===== src/rtl/sha256_pad_arbiter_if.sv =====
// Handshake bundle between the requesters, the shared SHA-256 padder and the
// downstream block consumer; the arbiter takes the slave view.
interface sha256_pad_arbiter_if #(
  parameter int num_req_p  = 2,
  parameter int id_width_p = (num_req_p > 1) ? $clog2(num_req_p) : 1
);
  logic [num_req_p-1:0]   req_valid_i;
  logic [8*num_req_p-1:0] req_byte_i;
  logic [num_req_p-1:0]   req_last_i;
  logic [num_req_p-1:0]   req_ready_o;
  logic                   pad_in_valid_o;
  logic [7:0]             pad_in_o;
  logic                   pad_last_byte_o;
  logic                   pad_in_ready_i;
  logic                   pad_out_valid_i;
  logic [511:0]           pad_out_i;
  logic                   pad_out_ready_o;
  logic                   blk_valid_o;
  logic [511:0]           blk_data_o;
  logic [id_width_p-1:0]  blk_id_o;
  logic                   blk_last_o;
  logic                   blk_ready_i;

  modport slave (
    input  req_valid_i, req_byte_i, req_last_i, pad_in_ready_i,
           pad_out_valid_i, pad_out_i, blk_ready_i,
    output req_ready_o, pad_in_valid_o, pad_in_o, pad_last_byte_o,
           pad_out_ready_o, blk_valid_o, blk_data_o, blk_id_o, blk_last_o
  );

  modport master (
    output req_valid_i, req_byte_i, req_last_i, pad_in_ready_i,
           pad_out_valid_i, pad_out_i, blk_ready_i,
    input  req_ready_o, pad_in_valid_o, pad_in_o, pad_last_byte_o,
           pad_out_ready_o, blk_valid_o, blk_data_o, blk_id_o, blk_last_o
  );
endinterface


===== src/rtl/sha256_pad_arbiter.sv =====
// Round-robin arbiter sharing one SHA-256 padder between byte-stream requesters,
// one whole message at a time, returning owner-tagged padded blocks downstream.
module sha256_pad_arbiter #(
  parameter int num_req_p   = 2,
  parameter int id_width_p  = (num_req_p > 1) ? $clog2(num_req_p) : 1,
  parameter int len_width_p = 32
) (
  input  logic                clk_i,
  input  logic                rst_i,
  sha256_pad_arbiter_if.slave bus
);
  localparam int cnt_width_lp = len_width_p - 5;

  typedef enum logic [1:0] {
    IDLE  = 2'd0,
    FEED  = 2'd1,
    DRAIN = 2'd2
  } state_e;

  state_e                  state_q, state_d;
  logic [id_width_p-1:0]   grant_q, grant_d;
  logic [id_width_p-1:0]   rr_ptr_q, rr_ptr_d;
  logic [len_width_p-1:0]  byte_cnt_q, byte_cnt_d;
  logic [cnt_width_lp-1:0] blk_cnt_q, blk_cnt_d;
  logic [cnt_width_lp-1:0] blk_total_q, blk_total_d;

  logic [num_req_p-1:0]    sel_s;
  logic                    g_valid_s;
  logic                    g_last_s;
  logic [7:0]              g_byte_s;
  logic                    pick_hit_s;
  logic                    hi_hit_s;
  logic [id_width_p-1:0]   hi_pick_s;
  logic [id_width_p-1:0]   lo_pick_s;
  logic [id_width_p-1:0]   pick_s;
  logic                    feed_s;
  logic                    busy_s;
  logic                    byte_hs_s;
  logic                    blk_hs_s;
  logic                    blk_last_s;
  logic [len_width_p:0]    n_plus8_s;

  // Owner one-hot select and the granted requester's byte-path signals.
  always_comb begin
    sel_s     = '0;
    g_valid_s = 1'b0;
    g_last_s  = 1'b0;
    g_byte_s  = 8'h00;
    for (int k = 0; k < num_req_p; k++) begin
      sel_s[k]  = (grant_q == id_width_p'(k));
      g_valid_s = g_valid_s | (sel_s[k] & bus.req_valid_i[k]);
      g_last_s  = g_last_s | (sel_s[k] & bus.req_last_i[k]);
      g_byte_s  = g_byte_s | (sel_s[k] ? bus.req_byte_i[8*k +: 8] : 8'h00);
    end
  end

  // Cyclic search: lowest valid index at or above rr_ptr, else lowest valid overall.
  always_comb begin
    pick_hit_s = 1'b0;
    hi_hit_s   = 1'b0;
    hi_pick_s  = '0;
    lo_pick_s  = '0;
    for (int k = num_req_p - 1; k >= 0; k--) begin
      lo_pick_s  = bus.req_valid_i[k] ? id_width_p'(k) : lo_pick_s;
      pick_hit_s = pick_hit_s | bus.req_valid_i[k];
      hi_pick_s  = (bus.req_valid_i[k] && (id_width_p'(k) >= rr_ptr_q)) ? id_width_p'(k) : hi_pick_s;
      hi_hit_s   = hi_hit_s | (bus.req_valid_i[k] && (id_width_p'(k) >= rr_ptr_q));
    end
    pick_s = hi_hit_s ? hi_pick_s : lo_pick_s;
  end

  assign feed_s     = (state_q == FEED);
  assign busy_s     = (state_q == FEED) || (state_q == DRAIN);
  assign byte_hs_s  = feed_s && g_valid_s && bus.pad_in_ready_i;
  assign blk_hs_s   = busy_s && bus.pad_out_valid_i && bus.blk_ready_i;
  assign blk_last_s = (state_q == DRAIN) && (blk_cnt_q == (blk_total_q - cnt_width_lp'(1'b1)));
  // n + 8 with n = byte_cnt + 1; one spare bit keeps the top of the range exact.
  assign n_plus8_s  = {1'b0, byte_cnt_q} + {{(len_width_p-3){1'b0}}, 4'd9};

  // Next-state and counter update for the IDLE/FEED/DRAIN message FSM.
  always_comb begin
    state_d     = state_q;
    grant_d     = grant_q;
    rr_ptr_d    = rr_ptr_q;
    byte_cnt_d  = byte_cnt_q;
    blk_cnt_d   = blk_cnt_q;
    blk_total_d = blk_total_q;
    case (state_q)
      IDLE: begin
        byte_cnt_d = '0;
        blk_cnt_d  = '0;
        if (pick_hit_s) begin
          grant_d = pick_s;
          state_d = FEED;
        end else begin
          state_d = IDLE;
        end
      end
      FEED: begin
        byte_cnt_d = byte_cnt_q + len_width_p'(byte_hs_s);
        blk_cnt_d  = blk_cnt_q + cnt_width_lp'(blk_hs_s);
        if (byte_hs_s && g_last_s) begin
          blk_total_d = n_plus8_s[len_width_p:6] + cnt_width_lp'(1'b1);
          state_d     = DRAIN;
        end else begin
          state_d = FEED;
        end
      end
      DRAIN: begin
        blk_cnt_d = blk_cnt_q + cnt_width_lp'(blk_hs_s);
        if (blk_hs_s && blk_last_s) begin
          rr_ptr_d = (grant_q == id_width_p'(num_req_p - 1)) ? '0 : grant_q + id_width_p'(1'b1);
          state_d  = IDLE;
        end else begin
          state_d = DRAIN;
        end
      end
      default: begin
        state_d = IDLE;
      end
    endcase
  end

  // State and counter registers.
  always_ff @(posedge clk_i) begin
    if (rst_i) begin
      state_q     <= IDLE;
      grant_q     <= '0;
      rr_ptr_q    <= '0;
      byte_cnt_q  <= '0;
      blk_cnt_q   <= '0;
      blk_total_q <= '0;
    end else begin
      state_q     <= state_d;
      grant_q     <= grant_d;
      rr_ptr_q    <= rr_ptr_d;
      byte_cnt_q  <= byte_cnt_d;
      blk_cnt_q   <= blk_cnt_d;
      blk_total_q <= blk_total_d;
    end
  end

  assign bus.req_ready_o     = feed_s ? (sel_s & {num_req_p{bus.pad_in_ready_i}}) : '0;
  assign bus.pad_in_valid_o  = feed_s && g_valid_s;
  assign bus.pad_in_o        = feed_s ? g_byte_s : 8'h00;
  assign bus.pad_last_byte_o = feed_s && g_last_s;
  assign bus.pad_out_ready_o = busy_s && bus.blk_ready_i;
  assign bus.blk_valid_o     = busy_s && bus.pad_out_valid_i;
  assign bus.blk_data_o      = bus.pad_out_i;
  assign bus.blk_id_o        = grant_q;
  assign bus.blk_last_o      = blk_last_s;
endmodule


===== src/flat_wrapper.sv =====
// flat-port wrapper written by rule: the top's interface ports become plain ports
module sha256_pad_arbiter_flat 
#(
  parameter int num_req_p   = 2,
  parameter int id_width_p  = (num_req_p > 1) ? $clog2(num_req_p) : 1,
  parameter int len_width_p = 32
)
  (clk_i, rst_i, bus_req_valid_i, bus_req_byte_i, bus_req_last_i, bus_pad_in_ready_i, bus_pad_out_valid_i, bus_pad_out_i, bus_blk_ready_i, bus_req_ready_o, bus_pad_in_valid_o, bus_pad_in_o, bus_pad_last_byte_o, bus_pad_out_ready_o, bus_blk_valid_o, bus_blk_data_o, bus_blk_id_o, bus_blk_last_o);
  sha256_pad_arbiter_if #(.num_req_p(num_req_p), .id_width_p(id_width_p)) bus_i ();
  input  logic clk_i;
  input  logic rst_i;
  input wire logic [$bits(bus_i.req_valid_i)-1:0] bus_req_valid_i;
  input wire logic [$bits(bus_i.req_byte_i)-1:0] bus_req_byte_i;
  input wire logic [$bits(bus_i.req_last_i)-1:0] bus_req_last_i;
  input wire logic [$bits(bus_i.pad_in_ready_i)-1:0] bus_pad_in_ready_i;
  input wire logic [$bits(bus_i.pad_out_valid_i)-1:0] bus_pad_out_valid_i;
  input wire logic [$bits(bus_i.pad_out_i)-1:0] bus_pad_out_i;
  input wire logic [$bits(bus_i.blk_ready_i)-1:0] bus_blk_ready_i;
  output wire logic [$bits(bus_i.req_ready_o)-1:0] bus_req_ready_o;
  output wire logic [$bits(bus_i.pad_in_valid_o)-1:0] bus_pad_in_valid_o;
  output wire logic [$bits(bus_i.pad_in_o)-1:0] bus_pad_in_o;
  output wire logic [$bits(bus_i.pad_last_byte_o)-1:0] bus_pad_last_byte_o;
  output wire logic [$bits(bus_i.pad_out_ready_o)-1:0] bus_pad_out_ready_o;
  output wire logic [$bits(bus_i.blk_valid_o)-1:0] bus_blk_valid_o;
  output wire logic [$bits(bus_i.blk_data_o)-1:0] bus_blk_data_o;
  output wire logic [$bits(bus_i.blk_id_o)-1:0] bus_blk_id_o;
  output wire logic [$bits(bus_i.blk_last_o)-1:0] bus_blk_last_o;
  assign bus_i.req_valid_i = bus_req_valid_i;
  assign bus_i.req_byte_i = bus_req_byte_i;
  assign bus_i.req_last_i = bus_req_last_i;
  assign bus_i.pad_in_ready_i = bus_pad_in_ready_i;
  assign bus_i.pad_out_valid_i = bus_pad_out_valid_i;
  assign bus_i.pad_out_i = bus_pad_out_i;
  assign bus_i.blk_ready_i = bus_blk_ready_i;
  assign bus_req_ready_o = bus_i.req_ready_o;
  assign bus_pad_in_valid_o = bus_i.pad_in_valid_o;
  assign bus_pad_in_o = bus_i.pad_in_o;
  assign bus_pad_last_byte_o = bus_i.pad_last_byte_o;
  assign bus_pad_out_ready_o = bus_i.pad_out_ready_o;
  assign bus_blk_valid_o = bus_i.blk_valid_o;
  assign bus_blk_data_o = bus_i.blk_data_o;
  assign bus_blk_id_o = bus_i.blk_id_o;
  assign bus_blk_last_o = bus_i.blk_last_o;
  sha256_pad_arbiter #(.num_req_p(num_req_p), .id_width_p(id_width_p), .len_width_p(len_width_p)) u_core (.clk_i(clk_i), .rst_i(rst_i), .bus(bus_i));
endmodule

===== config.mk =====
export PLATFORM = sky130hd
export DESIGN_NAME = sha256_pad_arbiter_flat
export DESIGN_NICKNAME = d
export VERILOG_FILES = /design/src/rtl/sha256_pad_arbiter_if.sv /design/src/rtl/sha256_pad_arbiter.sv /design/src/flat_wrapper.sv
export SDC_FILE = /design/constraint.sdc
export NUM_CORES = 1
export LEC_CHECK = 0
export ABC_CLOCK_PERIOD_IN_PS = 4860
export BUFFER_PORTS_ARGS = -buffer_cell sky130_fd_sc_hd__buf_4
export CAP_MARGIN = 15
export CORE_AREA = 2 2 413 415
export CTS_BUF_LIST = sky130_fd_sc_hd__clkbuf_16
export CTS_CLUSTER_SIZE = 25
export DETAILED_ROUTE_END_ITERATION = 10
export DIE_AREA = 0 0 415 417
export PLACE_DENSITY_LB_ADDON = 0.3
export SLEW_MARGIN = 25
export SYNTH_ARGS = -nofsm -noshare
export SYNTH_HDL_FRONTEND = slang
export SYNTH_SLANG_ARGS = --single-unit
export TNS_END_PERCENT = 1

===== constraint.sdc =====
create_clock -name clk_i -period 4.86 [get_ports clk_i]
set_clock_uncertainty 0.05 [all_clocks]
set_input_delay 0.243 -clock clk_i [delete_from_list [all_inputs] [get_ports clk_i]]
set_output_delay 0.243 -clock clk_i [all_outputs]
set_load 0.05 [all_outputs]

## After elaboration in Yosys (flattened, before gate mapping)

Cells that the tools add are included.

- $add $sub $neg: 6
- $lt $le $gt $ge: 2
- Equality and inequality tests: 3
- Multiplexer cells: 16
- Bitwise gates (word level): 11
- Reductions and logical operators: 19

Operator list:

| operator | count |
|---|---|
| $pmux 32 s2 | 1 |
| $pmux 27 s2 | 1 |
| $add 32x4->33 const B | 1 |
| $add 32x1->32 | 1 |
| $add 27x1->27 | 1 |
| $add 27x1->27 const B | 1 |
| $eq 27x27->1 | 1 |
| $sub 27x1->27 const B | 1 |
| $mux 8 | 3 |
| $logic_and 1x1->1 | 11 |
| $or 8x8->8 | 1 |
| $mux 1 | 7 |
| $mux 2 | 3 |
| $pmux 2 s3 | 1 |
| $reduce_and 2->1 | 3 |
| $and 1x1->1 | 4 |
| $or 1x1->1 | 4 |
| $reduce_bool 2->1 | 2 |
| $and 2x2->2 | 1 |
| $eq 2x1->1 const B | 1 |
| $eq 2x2->1 const B | 1 |
| $ge 1x1->1 const A | 2 |
| $logic_not 2->1 | 1 |
| $reduce_or 2->1 | 1 |
| other kinds (3) | 3 |

- Flip-flop bits (word level): 90
- Input port bits: 537
- Word-level logic and storage cells: 63

## Longest topological paths before layout

- Word-level depth: 8
- Mapped depth: 14
- Mapped depth without buffers: 13

## Least setup slack after synthesis

Ideal clock, no wire load.

- Kind: register to output
- Start: register u_core.blk_total_q[0]
- End: output bus_blk_last_o
- Data arrival time: 3803 ps
- Setup slack: 764 ps
- Cell stages (with the launch flop): 11
- Cell sequence: dfxtp_1 > clkbuf_1 > inv_1 > ha_1 > or4b_1 > clkbuf_1 > a2111oi_0 > o32ai_1 > a21o_1 > a2111oi_0 > nor4bb_1

- Word-level cells in the longest chain between the ends: 3

Ends and longest elaborated chain:

| element | RTL line | source |
|---|---|---|
| from (decl) | sha256_pad_arbiter.sv:25 | `logic [cnt_width_lp-1:0] blk_total_q, blk_total_d;` |
| from (signal assigned) | sha256_pad_arbiter.sv:139 | `blk_total_q <= blk_total_d;` |
| $sub 27x1->27 | sha256_pad_arbiter.sv:76 | `assign blk_last_s = (state_q == DRAIN) && (blk_cnt_q == (blk_total_q - cnt_width_lp'(1'b1)));` |
| $eq 27x27->1 | sha256_pad_arbiter.sv:76 |  |
| $logic_and 1x1->1 | sha256_pad_arbiter.sv:76 |  |
| to (decl) | flat_wrapper.sv:27 | `output wire logic [$bits(bus_i.blk_last_o)-1:0] bus_blk_last_o;` |

Every way passes these cells.

## Worst setup path after layout

Ends and elaborated chain as after synthesis.

==> key figures <==
Run status
  • Status: completed

Routing
  • Vias: between 7000 and 8000
  • Antenna viol nets, final: 0
  • DRC Markers: 0
  • Drt pass-1 iters: 5
  • Wire per inst: roughly 17 µm
  • First DRT Iteration DRCs: between 400 and 500
  • Via density: between 2 and 2.5
  • Final WL: slightly above 50000 µm

Synthesis
  • Syn nets: ~1900
  • Top FF cell, synth: dfxtp_1
  • Synth Area per Inst: roughly 7.6 µm²
  • Mux cell area share after synthesis: 1.739%
  • Register area share after synthesis: between 15 and 20%
  • Netlist Area Pre-Place: just over 10000 µm²
  • Largest family of logic cells by synthesized area: buffers and inverters
  • Yosys cell types: slightly above 70
  • Synth area leaders: buf_4, dfxtp_1, xnor2_1, nor2_1, xor2_1
  • Post-synthesis compound-gate area fraction: 10.03%
  • EDFF count, synth: 0
  • Count leader, synth: buf_4
  • Simple-gate share of the synthesized area: a little over a fifth
  • Seq cells post-synth: 90
  • Adder-Cell Fraction of Synth Area: ~1.2%
  • Cell count after synthesis: 1339
  • Post-Synth XOR/XNOR Area: 7.472%
  • Largest area contributor in the netlist: buf_4
  • Top cell type's share of synthesized area: a little under two fifths
  • Syn. warnings: 0
  • Asr flop ratio synth: 0%
  • Commonest cells in the netlist: buf_4, dfxtp_1, nor2_1, nand2_1, xnor2_1

Setup path
  • Critical Path Slowest Stage Cell: or4b_1
  • CP max FO: 9
  • Worst Path Buf+Inv: 2
  • Critical path class: flop to output port
  • Worst path required time: approximately 4600 ps
  • Slowest stage delay, CP: 630 ps
  • Critical Path AT: 3930 ps
  • Critical path, cell by cell: inv_1 > ha_1 > or4b_1 > a2111oi_0 > o32ai_1 > a21o_1 > a2111oi_0 > nor4bb_1 > buf_4
  • Family with the most delay on the worst path: simple AND/OR/NAND/NOR gates
  • CP dominant cell by count: a2111oi_0
  • Worst Setup End Kind: output port
  • Crit start category: flop

Clocking
  • CTS buffer count: 9
  • Sink Count: 90
  • CTS tree: yes
  • Post-CTS Setup Bufs: 0
  • Reg clk slew, reported paths: approximately 70 ps
  • Resize count post-CTS: 0
  • Hold_buf cts: 0
  • H-Tree Level Count: 3
  • CTS Root Buffer Type: clkbuf_16
  • Clk buf depth: 2
  • Worst-Skew Late Latency: between 300 and 400 ps

Place
  • DP HPWL: 42770 µm
  • Port bufs: 40
  • Final GP Congestion: 0.7956

Timing
  • Max frequency: around 240 MHz
  • Minimum clock period: roughly 4200 ps
  • Period utilization: 86.91%
  • Slew @ Worst Pin: roughly 1000 ps
  • Final Hold Fails: 0
  • Setup TNS: 0 ps
  • RSZ-0062 raised after global routing: no
  • Setup violations, final: 0
  • Rel. slew slack: 34.82%
  • Slew Viols, Final: 0

Floorplan
  • FP Rows: 151
  • Die Y: 417 µm
  • I/O pins: 1065
  • Die area: approximately 170000 µm²
  • Initial Util: 6.061%
  • Die Wd: 415 µm
  • Core Footprint: about 170000 µm²

Global route
  • Global-route wire length before repair: ~68000 µm
  • Initial antenna violation count: 1
  • GRT Overall Usage: approximately 5.7%
  • Grt ovf: 0
  • Largest net degree at the start of global routing: 70
  • Number of global-route vias before repair: about 7100

Power
  • Power per cell area: between 150 and 200 nW/µm²
  • Max IR drop VDD: ~0.19 mV
  • P_leak: approximately 0.0024 µW

Cells and area
  • Area of the multi-input gates: 4319 µm²
  • Ratio of cells with drive above 1 in the final layout: between 10 and 15%
  • Register area: ~1800 µm²
  • Final nets: ~1400
  • Final design utilization: between 5 and 6%
  • Synth-to-layout area growth: -5.990%
  • Ant diodes: 0
  • FILL cells: 20004

Hold path
  • Min-delay worst type: input port to flop

Flow run
  • Max Cap Viol: 0
-- worst paths after layout --
kind | start | end | slack [ps] | cells after the start
max | u_core.blk_total_q[0] | bus_blk_last_o | 640 | 9
min | bus_req_valid_i[1] | u_core.bus.blk_id_o | 120 | 3
max reg2reg | u_core.byte_cnt_q[2] | u_core.blk_total_q[20] | 1060 | 10
min reg2reg | u_core.blk_total_q[8] | u_core.blk_total_q[8] | 450 | 2
-- logic make-up after synthesis --
kind of cell,after synthesis
buf+inv,576
simple gates,410
compound gates,151
flops,90
xor+xnor,85
mux,17
fa+ha+maj,10
-- registers in the layout (all words and copies together), names as in the netlist --
name,flops
u_core.blk_cnt_q,27
u_core.blk_total_q,27
u_core.bus.blk_id_o,1
u_core.byte_cnt_q,32
u_core.rr_ptr_q,1
u_core.state_q,2
-- cells in the final DEF, fill, tap and decap left out, types with 5 or more instances in the layout --
cell type	n
dfxtp_1	90
nor2_1	86
nand2_1	69
buf_4	50
xnor2_1	48
nor3_1	44
a21oi_1	42
xor2_1	36
nand4_1	32
nand3_1	30
or3_1	23
o21ai_0	22
nor2b_1	18
nor4_1	14
nand3b_1	14
inv_1	13
or2_2	13
and3_1	12
mux2i_1	11
and4_1	11
a211oi_1	11
and2_1	10
ha_1	10
a31oi_1	9
o211ai_1	9
clkbuf_16	9
nor3b_1	6
o311ai_0	6
or4_1	6
nand2b_1	6
mux2_2	6
o31ai_1	5
-- stage by stage --
stage | area, µm² | setup WS (ps) | std cells | hold slack, ps | power, µW
floorplan | 10210 | 763.7 | 1339 | 358.4 | 2072
global placement | 9309 | 934.3 | 3043 | 436.3 | 1045
detailed placement | 9316 | 969.8 | 3043 | 436.3 | 1043
CTS | 9603 | 557.8 | 3059 | 111.2 | 1777
global route | 9603 | 208.0 | 3059 | 153.4 | 1819
finish | 9603 | 636.3 | 3059 | 119.5 | 1744
-- area by class of cell --
cell class / count / share of cell area, %
clock buffers: 9 / 2.345
well taps: 2218 / 28.90
multi-input cells: 673 / 44.98
clock inverters: 7 / 0.6384
flip-flops and latches: 90 / 18.76
repair buffers: 50 / 3.909
inverters: 12 / 0.4691
-- power by group --
part | internal, µW | leakage, µW | total, µW | switching (µW)
Sequential | 741 | 0.000725 | 747 | 6.00
Combinational | 91.3 | 0.00154 | 272 | 181
Clock | 394 | 0.000139 | 725 | 331
Total | 1230 | 0.00240 | 1740 | 518
-- layer usage --
metal	wire length, µm	global-route usage (%)	vias up
li1	-	-	3030
met1	16920	5.288	3238
met2	18820	6.842	731
met3	12350	6.462	168
met4	3135	3.538	12
met5	555	2.667	-
-- tightest hold or removal path, stage by stage --
cell and delay [ps]:
buf_4 90, a32oi_1 80, nor2_1 70
(Power assumes the default switching activity.)
